[src/rtl/edid_pkg.sv]
// Shared EDID controller types: FSM state encoding, block geometry and checksum helper.
// The CSUM state exists only when EDID_CHKSUM_EN is defined.
package edid_pkg;

`ifdef EDID_CHKSUM_EN
   typedef enum logic [2:0] {
      ST_HOLD_LOW  = 3'd0,
      ST_READY     = 3'd1,
      ST_WAIT_IDLE = 3'd2,
      ST_UPDATE    = 3'd3,
      ST_CSUM      = 3'd4
   } state_t;
`else
   typedef enum logic [2:0] {
      ST_HOLD_LOW  = 3'd0,
      ST_READY     = 3'd1,
      ST_WAIT_IDLE = 3'd2,
      ST_UPDATE    = 3'd3
   } state_t;
`endif

   localparam int         EDID_BLK_LEN = 128;
   localparam logic [6:0] CSUM_POS     = 7'd127;

   // Byte that makes the 128-byte block sum to zero modulo 256.
   function automatic logic [7:0] csum_byte(input logic [7:0] sum);
      return 8'd0 - sum;
   endfunction

endpackage

[src/rtl/edid_hpd_timer.sv]
// HPD low-time counter: counts while en_i is high, clears whenever en_i drops.
// done_o rises combinationally in the CYC-th enabled cycle; the count saturates there.
module edid_hpd_timer #(
   parameter int unsigned CYC = 2700000
) (
   input  logic clk,
   input  logic rst,
   input  logic en_i,
   output logic done_o
);

   localparam int unsigned W    = (CYC > 1) ? $clog2(CYC) : 1;
   localparam logic [W-1:0] LAST = W'(CYC - 1);

   logic [W-1:0] cnt_q, cnt_d;

   assign done_o = en_i && (cnt_q == LAST);

   always_comb begin
      cnt_d = cnt_q;
      if (!en_i)
         cnt_d = '0;
      else if (!done_o)
         cnt_d = cnt_q + W'(1);
   end

   always_ff @(posedge clk) begin
      if (rst)
         cnt_q <= '0;
      else
         cnt_q <= cnt_d;
   end

endmodule

[src/rtl/edid_ctrl.sv]
// EDID RAM controller: DDC-priority arbiter (ack 2 cycles after sampling, one access in flight) and HPD/update FSM.
// Define EDID_CHKSUM_EN to add the CSUM state that rewrites bytes 127 and 255 after each update.
module edid_ctrl
   import edid_pkg::*;
#(
   parameter int unsigned HPD_LOW_CYC = 2700000
) (
   input  logic       clk,
   input  logic       rst,
   input  logic       ddc_req,
   input  logic [7:0] ddc_addr,
   input  logic       ddc_busy,
   output logic       ddc_ack,
   output logic [7:0] ddc_rdata,
   input  logic       cpu_req,
   input  logic       cpu_we,
   input  logic [7:0] cpu_addr,
   input  logic [7:0] cpu_wdata,
   output logic       cpu_ack,
   output logic       cpu_err,
   output logic [7:0] cpu_rdata,
   input  logic       upd_begin,
   input  logic       upd_end,
   output logic       upd_active,
   output logic       hpd_out,
   output logic       ram_en,
   output logic       ram_we,
   output logic [7:0] ram_addr,
   output logic [7:0] ram_wdata,
   input  logic [7:0] ram_rdata
);

   state_t     state_q;
   logic       hpd_q, tmr_done;
   logic       s1_q, s2_q;
   logic       g_cpu_q, g_mem_q, g_we_q, g_err_q;
   logic [7:0] g_addr_q, g_wdata_q;
   logic       cpu_ok, accept, arb_ram_en;

   edid_hpd_timer #(.CYC(HPD_LOW_CYC)) u_hpd_timer (
      .clk    (clk),
      .rst    (rst),
      .en_i   (state_q == ST_HOLD_LOW),
      .done_o (tmr_done)
   );

`ifdef EDID_CHKSUM_EN
   logic [7:0] cs_addr_q, sum_q, rd_add;
   logic       rd_vld_q, eng_en, eng_at_pos, eng_rd, eng_wr;

   assign cpu_ok     = cpu_req && (state_q != ST_CSUM);
   // The sweep yields to an arbiter access still in flight from UPDATE.
   assign eng_en     = (state_q == ST_CSUM) && !arb_ram_en;
   assign eng_at_pos = (cs_addr_q[6:0] == CSUM_POS);
   assign eng_rd     = eng_en && !eng_at_pos;
   assign eng_wr     = eng_en && eng_at_pos && !rd_vld_q;
   assign rd_add     = rd_vld_q ? ram_rdata : 8'h00;

   assign ram_en    = arb_ram_en || eng_rd || eng_wr;
   assign ram_we    = eng_wr || (arb_ram_en && g_we_q);
   assign ram_addr  = (eng_rd || eng_wr) ? cs_addr_q : g_addr_q;
   assign ram_wdata = eng_wr ? csum_byte(sum_q) : g_wdata_q;
   assign upd_active = (state_q == ST_WAIT_IDLE) || (state_q == ST_UPDATE) || (state_q == ST_CSUM);
`else
   assign cpu_ok     = cpu_req;
   assign ram_en     = arb_ram_en;
   assign ram_we     = arb_ram_en && g_we_q;
   assign ram_addr   = g_addr_q;
   assign ram_wdata  = g_wdata_q;
   assign upd_active = (state_q == ST_WAIT_IDLE) || (state_q == ST_UPDATE);
`endif

   assign accept     = !s1_q && !s2_q && (ddc_req || cpu_ok);
   assign arb_ram_en = s1_q && g_mem_q;

   assign hpd_out   = hpd_q;
   assign ddc_ack   = s2_q && !g_cpu_q;
   assign ddc_rdata = ddc_ack ? (g_mem_q ? ram_rdata : 8'hFF) : 8'h00;
   assign cpu_ack   = s2_q && g_cpu_q;
   assign cpu_err   = cpu_ack && g_err_q;
   assign cpu_rdata = (cpu_ack && !g_we_q) ? ram_rdata : 8'h00;

   always_ff @(posedge clk) begin
      if (rst) begin
         s1_q      <= 1'b0;
         s2_q      <= 1'b0;
         g_cpu_q   <= 1'b0;
         g_mem_q   <= 1'b0;
         g_we_q    <= 1'b0;
         g_err_q   <= 1'b0;
         g_addr_q  <= 8'h00;
         g_wdata_q <= 8'h00;
      end else begin
         s1_q <= accept;
         s2_q <= s1_q;
         if (accept) begin
            g_cpu_q <= !ddc_req;
            if (ddc_req) begin
               g_mem_q <= (state_q == ST_HOLD_LOW) || (state_q == ST_READY);
               g_we_q  <= 1'b0;
               g_err_q <= 1'b0;
               g_addr_q <= ddc_addr;
            end else begin
               g_mem_q   <= !cpu_we || (state_q == ST_UPDATE);
               g_we_q    <= cpu_we;
               g_err_q   <= cpu_we && (state_q != ST_UPDATE);
               g_addr_q  <= cpu_addr;
               g_wdata_q <= cpu_wdata;
            end
         end
      end
   end

   always_ff @(posedge clk) begin
      if (rst) begin
         state_q <= ST_HOLD_LOW;
         hpd_q   <= 1'b0;
`ifdef EDID_CHKSUM_EN
         cs_addr_q <= 8'h00;
         sum_q     <= 8'h00;
         rd_vld_q  <= 1'b0;
`endif
      end else begin
         case (state_q)
            ST_HOLD_LOW: if (tmr_done) begin
               state_q <= ST_READY;
               hpd_q   <= 1'b1;
            end
            ST_READY: if (upd_begin) begin
               state_q <= ST_WAIT_IDLE;
               hpd_q   <= 1'b0;
            end
            ST_WAIT_IDLE: if (!ddc_busy) state_q <= ST_UPDATE;
            ST_UPDATE: if (upd_end) begin
`ifdef EDID_CHKSUM_EN
               state_q   <= ST_CSUM;
               cs_addr_q <= 8'h00;
               sum_q     <= 8'h00;
               rd_vld_q  <= 1'b0;
`else
               state_q   <= ST_HOLD_LOW;
`endif
            end
`ifdef EDID_CHKSUM_EN
            // Reads are pipelined; at the checksum slot the last byte is folded in, then the write goes out.
            ST_CSUM: if (eng_en) begin
               if (!eng_at_pos) begin
                  sum_q     <= sum_q + rd_add;
                  rd_vld_q  <= 1'b1;
                  cs_addr_q <= cs_addr_q + 8'd1;
               end else if (rd_vld_q) begin
                  sum_q    <= sum_q + rd_add;
                  rd_vld_q <= 1'b0;
               end else begin
                  sum_q     <= 8'h00;
                  cs_addr_q <= cs_addr_q + 8'd1;
                  if (cs_addr_q == 8'hFF) state_q <= ST_HOLD_LOW;
               end
            end
`endif
            default: state_q <= ST_HOLD_LOW;
         endcase
      end
   end

endmodule

[config.mk]
export PLATFORM = sky130hd
export DESIGN_NAME = edid_ctrl
export DESIGN_NICKNAME = d
export VERILOG_FILES = /design/src/rtl/edid_pkg.sv /design/src/rtl/edid_hpd_timer.sv /design/src/rtl/edid_ctrl.sv
export SDC_FILE = /design/constraint.sdc
export NUM_CORES = 1
export LEC_CHECK = 0
export CORE_ASPECT_RATIO = 1.75
export CORE_MARGIN = 8
export CORE_UTILIZATION = 41
export CTS_CLUSTER_DIAMETER = 60
export DETAILED_ROUTE_END_ITERATION = 7
export GPL_ROUTABILITY_DRIVEN = 0
export GPL_TIMING_DRIVEN = 1
export MAX_ROUTING_LAYER = met4
export PLACE_DENSITY = 0.73
export SLEW_MARGIN = 20
export SYNTH_ARGS = -nofsm -noshare
export SYNTH_HDL_FRONTEND = slang
export SYNTH_HIERARCHICAL = 1
export SYNTH_SLANG_ARGS = --single-unit
[constraint.sdc]
create_clock -name clk -period 5 [get_ports clk]
set_input_delay 1 -clock clk [delete_from_list [all_inputs] [get_ports clk]]
set_output_delay 1 -clock clk [all_outputs]
set_load 0.005 [all_outputs]
# After elaboration in Yosys (flattened, before gate mapping)
# Index checks and enable logic that the tools add are counted.
# W data, S select, Z words.
dict set report totals {
  wordCells 64
  ff_bits 48
  latch_bits 0
  in_bits 40
  ramBits 0
  mem_count 0
  rom_bits 0
  out_inout_bits 39
}
dict set report classes {
  shift 0
  addsub 1
  n_eq_ne 9
  div 0
  magnitude_cmp 0
  multipliers 0
  muxes 15
  bitwise_logic 2
  n_reduce_logical 26
}
# operator count
set ops {}
lappend ops {{$mux W8} 4}
lappend ops {{$add A22 B1 Y22 const B} 1}
lappend ops {{$eq A22 B22 Y1 const B} 1}
lappend ops {{$mux W3} 4}
lappend ops {{$pmux W3 S4} 1}
lappend ops {{$logic_and A1 B1 Y1} 10}
lappend ops {{$ne A2 B2 Y1 const B} 4}
lappend ops {{$eq A3 B2 Y1 const B} 2}
lappend ops {{$logic_not A1 Y1} 6}
lappend ops {{$mux W1} 5}
lappend ops {{$logic_or A1 B1 Y1} 4}
lappend ops {{$reduce_and A4 Y1} 1}
lappend ops {{$eq A3 B1 Y1 const B} 1}
lappend ops {{$logic_not A3 Y1} 1}
lappend ops {{$ne A3 B2 Y1 const B} 1}
lappend ops {{$reduce_and A3 Y1} 1}
lappend ops {{$not A1 Y1} 2}
lappend ops {{$pmux W1 S2} 1}
lappend ops {{$reduce_and A2 Y1} 1}
lappend ops {{$reduce_bool A2 Y1} 1}
lappend ops {{$reduce_or A2 Y1} 1}

# Logic depth before layout (Yosys ltp)
dict set report depth {
  depth_word 4
  depth_mapped 8
  ltp_nobuf 8
}

# Modules after synthesis
# The synthesis kept the hierarchy.
# module seq_area_each_um2 cells_per_inst n_inst area_each_um2
set modules_own_cells {}
lappend modules_own_cells {edid_ctrl 500.5 157 1 1306.3}
lappend modules_own_cells {edid_hpd_timer 440.4 119 1 1041.0}

# Worst setup path before layout
# OpenSTA, ideal clock, no wires.
dict set report synth_timing {
  path_type {input -> output}
  start {input port ram_rdata[0]}
  end {output port cpu_rdata[0]}
  slack_ps 2777
  path_stages 2
  arrival_ps 1223
  t_required_ps 4000
  path_cell_list {inv_1 -> nor3_1}
}
dict set report synth_via {
  elab_chain_cells 1
}
# item line_no
set synth_rtl {}
lappend synth_rtl {{start, declared} edid_ctrl.sv:30} ;# input logic [7:0] ram_rdata
lappend synth_rtl {{$mux W8} edid_ctrl.sv:81} ;# assign cpu_rdata = (cpu_ack && !g_we_q) ? ram_rdata : 8'h00;
lappend synth_rtl {{end, declared} edid_ctrl.sv:21} ;# output logic [7:0] cpu_rdata,
# Every way passes these cells.

# Worst setup path in the final report
# Ends and elaborated chain as after synthesis.

==> results_dict.tcl <==
set metrics [dict create \
    run_status "finished, final reports clean" \
    clk_pin_slew_ns 0.09 \
    n_fill_cell 528 \
    clock_latency_ns 0.30 \
    setup_tns_ns 0 \
    place_hpwl_um 4969 \
    finalHoldViolCount 0 \
    crit_arrival_ns 2.24 \
    synth-async-reset-ratio_pct 0 \
    yosysWarnings 6 \
    path_class "in -> out" \
    area_growth_pct 39.82 \
    ys.flop_type "dfxtp_1" \
    netSwitchingPower_uw 189.9 \
    initial_core_util_pct 42.37 \
    dieWidth_um 73.20 \
    postRouteAntennaNets 0 \
    initialDrtViolationCount 108 \
    rows 36 \
    n_antenna_cell 0 \
    grt_pass1_vias 2266 \
    root_buffer "clkbuf_8" \
    post-route-min-period_ns 3.240 \
    synth-edff-count 0 \
    dieArea_um2 8498 \
    yosysMostFrequentCell "dfxtp_1" \
    ys_seq_area_share_pct 40.09 \
    syn_area_per_cell_um2 8.505 \
    hp-class "reg -> reg" \
    synth_nets 321 \
    tightest_slew_ns 1.001 \
    grt-ovfl-total 0 \
    cts_tree "built" \
    period_share_pct 64.80 \
    cts_setup_buffers 0 \
    fmax_mhz 308.7 \
    yosys-top-cells-count "dfxtp_1 (47), a21oi_1 (32), nand2_1 (27)" \
    cts_hold_buf 0 \
    fin_cells 424 \
    clock_path_buffers 2 \
    cp-start-kind "input port" \
    setup_viol 0 \
    drive_gt1_share_pct 7.184 \
    path_max_fanout 2 \
    clock_sinks 47 \
    antenna_found_initial 0 \
    p_int_uw 663.0 \
    worstPathCellList "clkdlybuf4s50_1, inv_1, nor3_1, clkdlybuf4s50_1" \
    rsz0062_at_grt "no" \
    synth.distinct_cells 47 \
    dp_cells 416 \
    cts-resized-gates 0 \
    worstSetupEndpointType "primary output" \
    clkPwrFrac_pct 38.1 \
    firstDrtPassIters 4 \
    cpMaxStageDelayCell "clkdlybuf4s50_1" \
    ys_ff_latch 47 \
    post-route-util_pct 59.24 \
    syn-cell-area_um2 2347 \
    nNetsFinal 392 \
    timing.critical_path.mode_cell "clkdlybuf4s50_1" \
    syn_inst 276 \
    drv_slew 0 \
    cts_buffers 5 \
    relSlewSlack_pct 33.09 \
    crit_required_ns 4.00 \
    grt_usage_pct 15.74 \
    ctsHtreeMaxLevel 2 \
    grt_max_degree 29 \
    pwr_density_cell_nw_per_um2 259.9 \
    wire_per_inst_um 15.03 \
    routed_wl_um 6371 \
    yosysTopAreaCellShare_pct 40.09 \
    yosys.area.top_type "dfxtp_1" \
    vias 2207 \
    seqPwrFrac_pct 47.5 \
    comb_power_share_pct 14.5 \
    power.leakage_nw 1.212 \
    p_sw_share_pct 22.26 \
    slowest_delay_ns 0.55 \
    die_h_um 116.1 \
    finalClockSkew_ns 0.007107 \
    vdd_drop_max_mv 0.1944 \
    port_buffers 78 \
    drc 0 \
    grt_pass1_wl_um 10440 \
    avgViaCountPerCell 5.205 \
    maxCapViolations 0 \
    core_area_um2 5540 \
    io_pins 79 \
    ys_top_cells_by_area "dfxtp_1 (40%), a21oi_1 (6.8%), xor2_1 (5.2%)" \
]
## kinds of logic after synthesis
family	share of synthesized area (%)
xor+xnor	5.970
fa+ha+maj	2.665
flops	40.09
simple gates	27.77
compound gates	13.27
mux	4.691
buf+inv	5.544
## state kept, by name, indices dropped and copies added (netlist names), 2 cells and up
register / flops
ram_wdata: 8
u_hpd_timer/cnt_q: 22
state_q: 2
ram_addr: 8
## layout make-up
| cell class | instances | area [um2] | share of cell area, % |
|---|---|---|---|
| multi-input cells | 200 | 1276 | 38.89 |
| well taps | 76 | 95.09 | 2.897 |
| inverters | 15 | 56.30 | 1.716 |
| flip-flops and latches | 47 | 940.9 | 28.67 |
| clock buffers | 6 | 72.57 | 2.211 |
| clock inverters | 2 | 60.06 | 1.830 |
| repair buffers | 78 | 780.7 | 23.79 |
## metrics by stage
step | setup slack [ns] | hold WS (ns) | cell area (um2) | total power [mW]
3_3_place_gp | 1.797 | 0.4417 | 3149 | 0.5355
2_1_floorplan | 2.777 | 0.4502 | 2347 | 0.4645
4_1_cts | 1.734 | 0.4603 | 3282 | 0.8619
6_report | 1.760 | 0.4562 | 3282 | 0.8529
5_1_grt | 1.693 | 0.4807 | 3282 | 0.8925
3_5_place_dp | 1.734 | 0.4478 | 3149 | 0.5381
## worst paths after layout
kind / startpoint / endpoint / slack, ns / depth (start not counted)
max: ram_rdata[0] / cpu_rdata[0] / 1.76 / 4
min: ram_wdata[2]$_SDFFE_PP0P_ / ram_wdata[2]$_SDFFE_PP0P_ / 0.46 / 2
max reg2reg: state_q[1]$_SDFFE_PP0P_ / state_q[1]$_SDFFE_PP0P_ / 2.92 / 8
min reg2reg: ram_wdata[2]$_SDFFE_PP0P_ / ram_wdata[2]$_SDFFE_PP0P_ / 0.46 / 2
## critical path: cells and delay by family
family	cells	cell delay (ns)
buffers and inverters	3	1.06
and+or+nand+nor	1	0.18
## layout by cell type, fill, tap and decap left out, drive strengths merged, types with 2 or more instances in the layout
cell,Yosys,layout
and2,2,2
ha,5,5
xor2,14,14
nor3,9,9
and4bb,2,2
clkdlybuf4s50,0,78
o21ai,8,8
clkbuf,8,6
xnor2,2,2
a211oi,8,8
mux2i,11,11
and3,4,4
nor4,5,5
nand4b,2,2
bufinv,0,2
inv,15,15
nand2b,9,9
a21oi,33,33
or3,4,4
or2,5,5
dfxtp,47,47
nand2,27,27
nand3,10,10
nor2,23,23
nand4,7,7
## layer usage
metal	global-route usage (%)	part of all wire, %
met1	15.25	38
met2	28.43	53
met3	3.697	6.3
met4	7.392	2.7
met5	-	0
## power groups by stage
stage / clock network [mW] / logic [mW] / registers (mW)
after floorplan: 0 / 0.0561 / 0.408
after global placement: 0 / 0.123 / 0.413
after detailed placement: 0 / 0.125 / 0.413
after CTS: 0.332 / 0.125 / 0.405
after global routing: 0.350 / 0.135 / 0.407
final: 0.325 / 0.123 / 0.405
No activity file was read; power rests on OpenSTA's default activity.
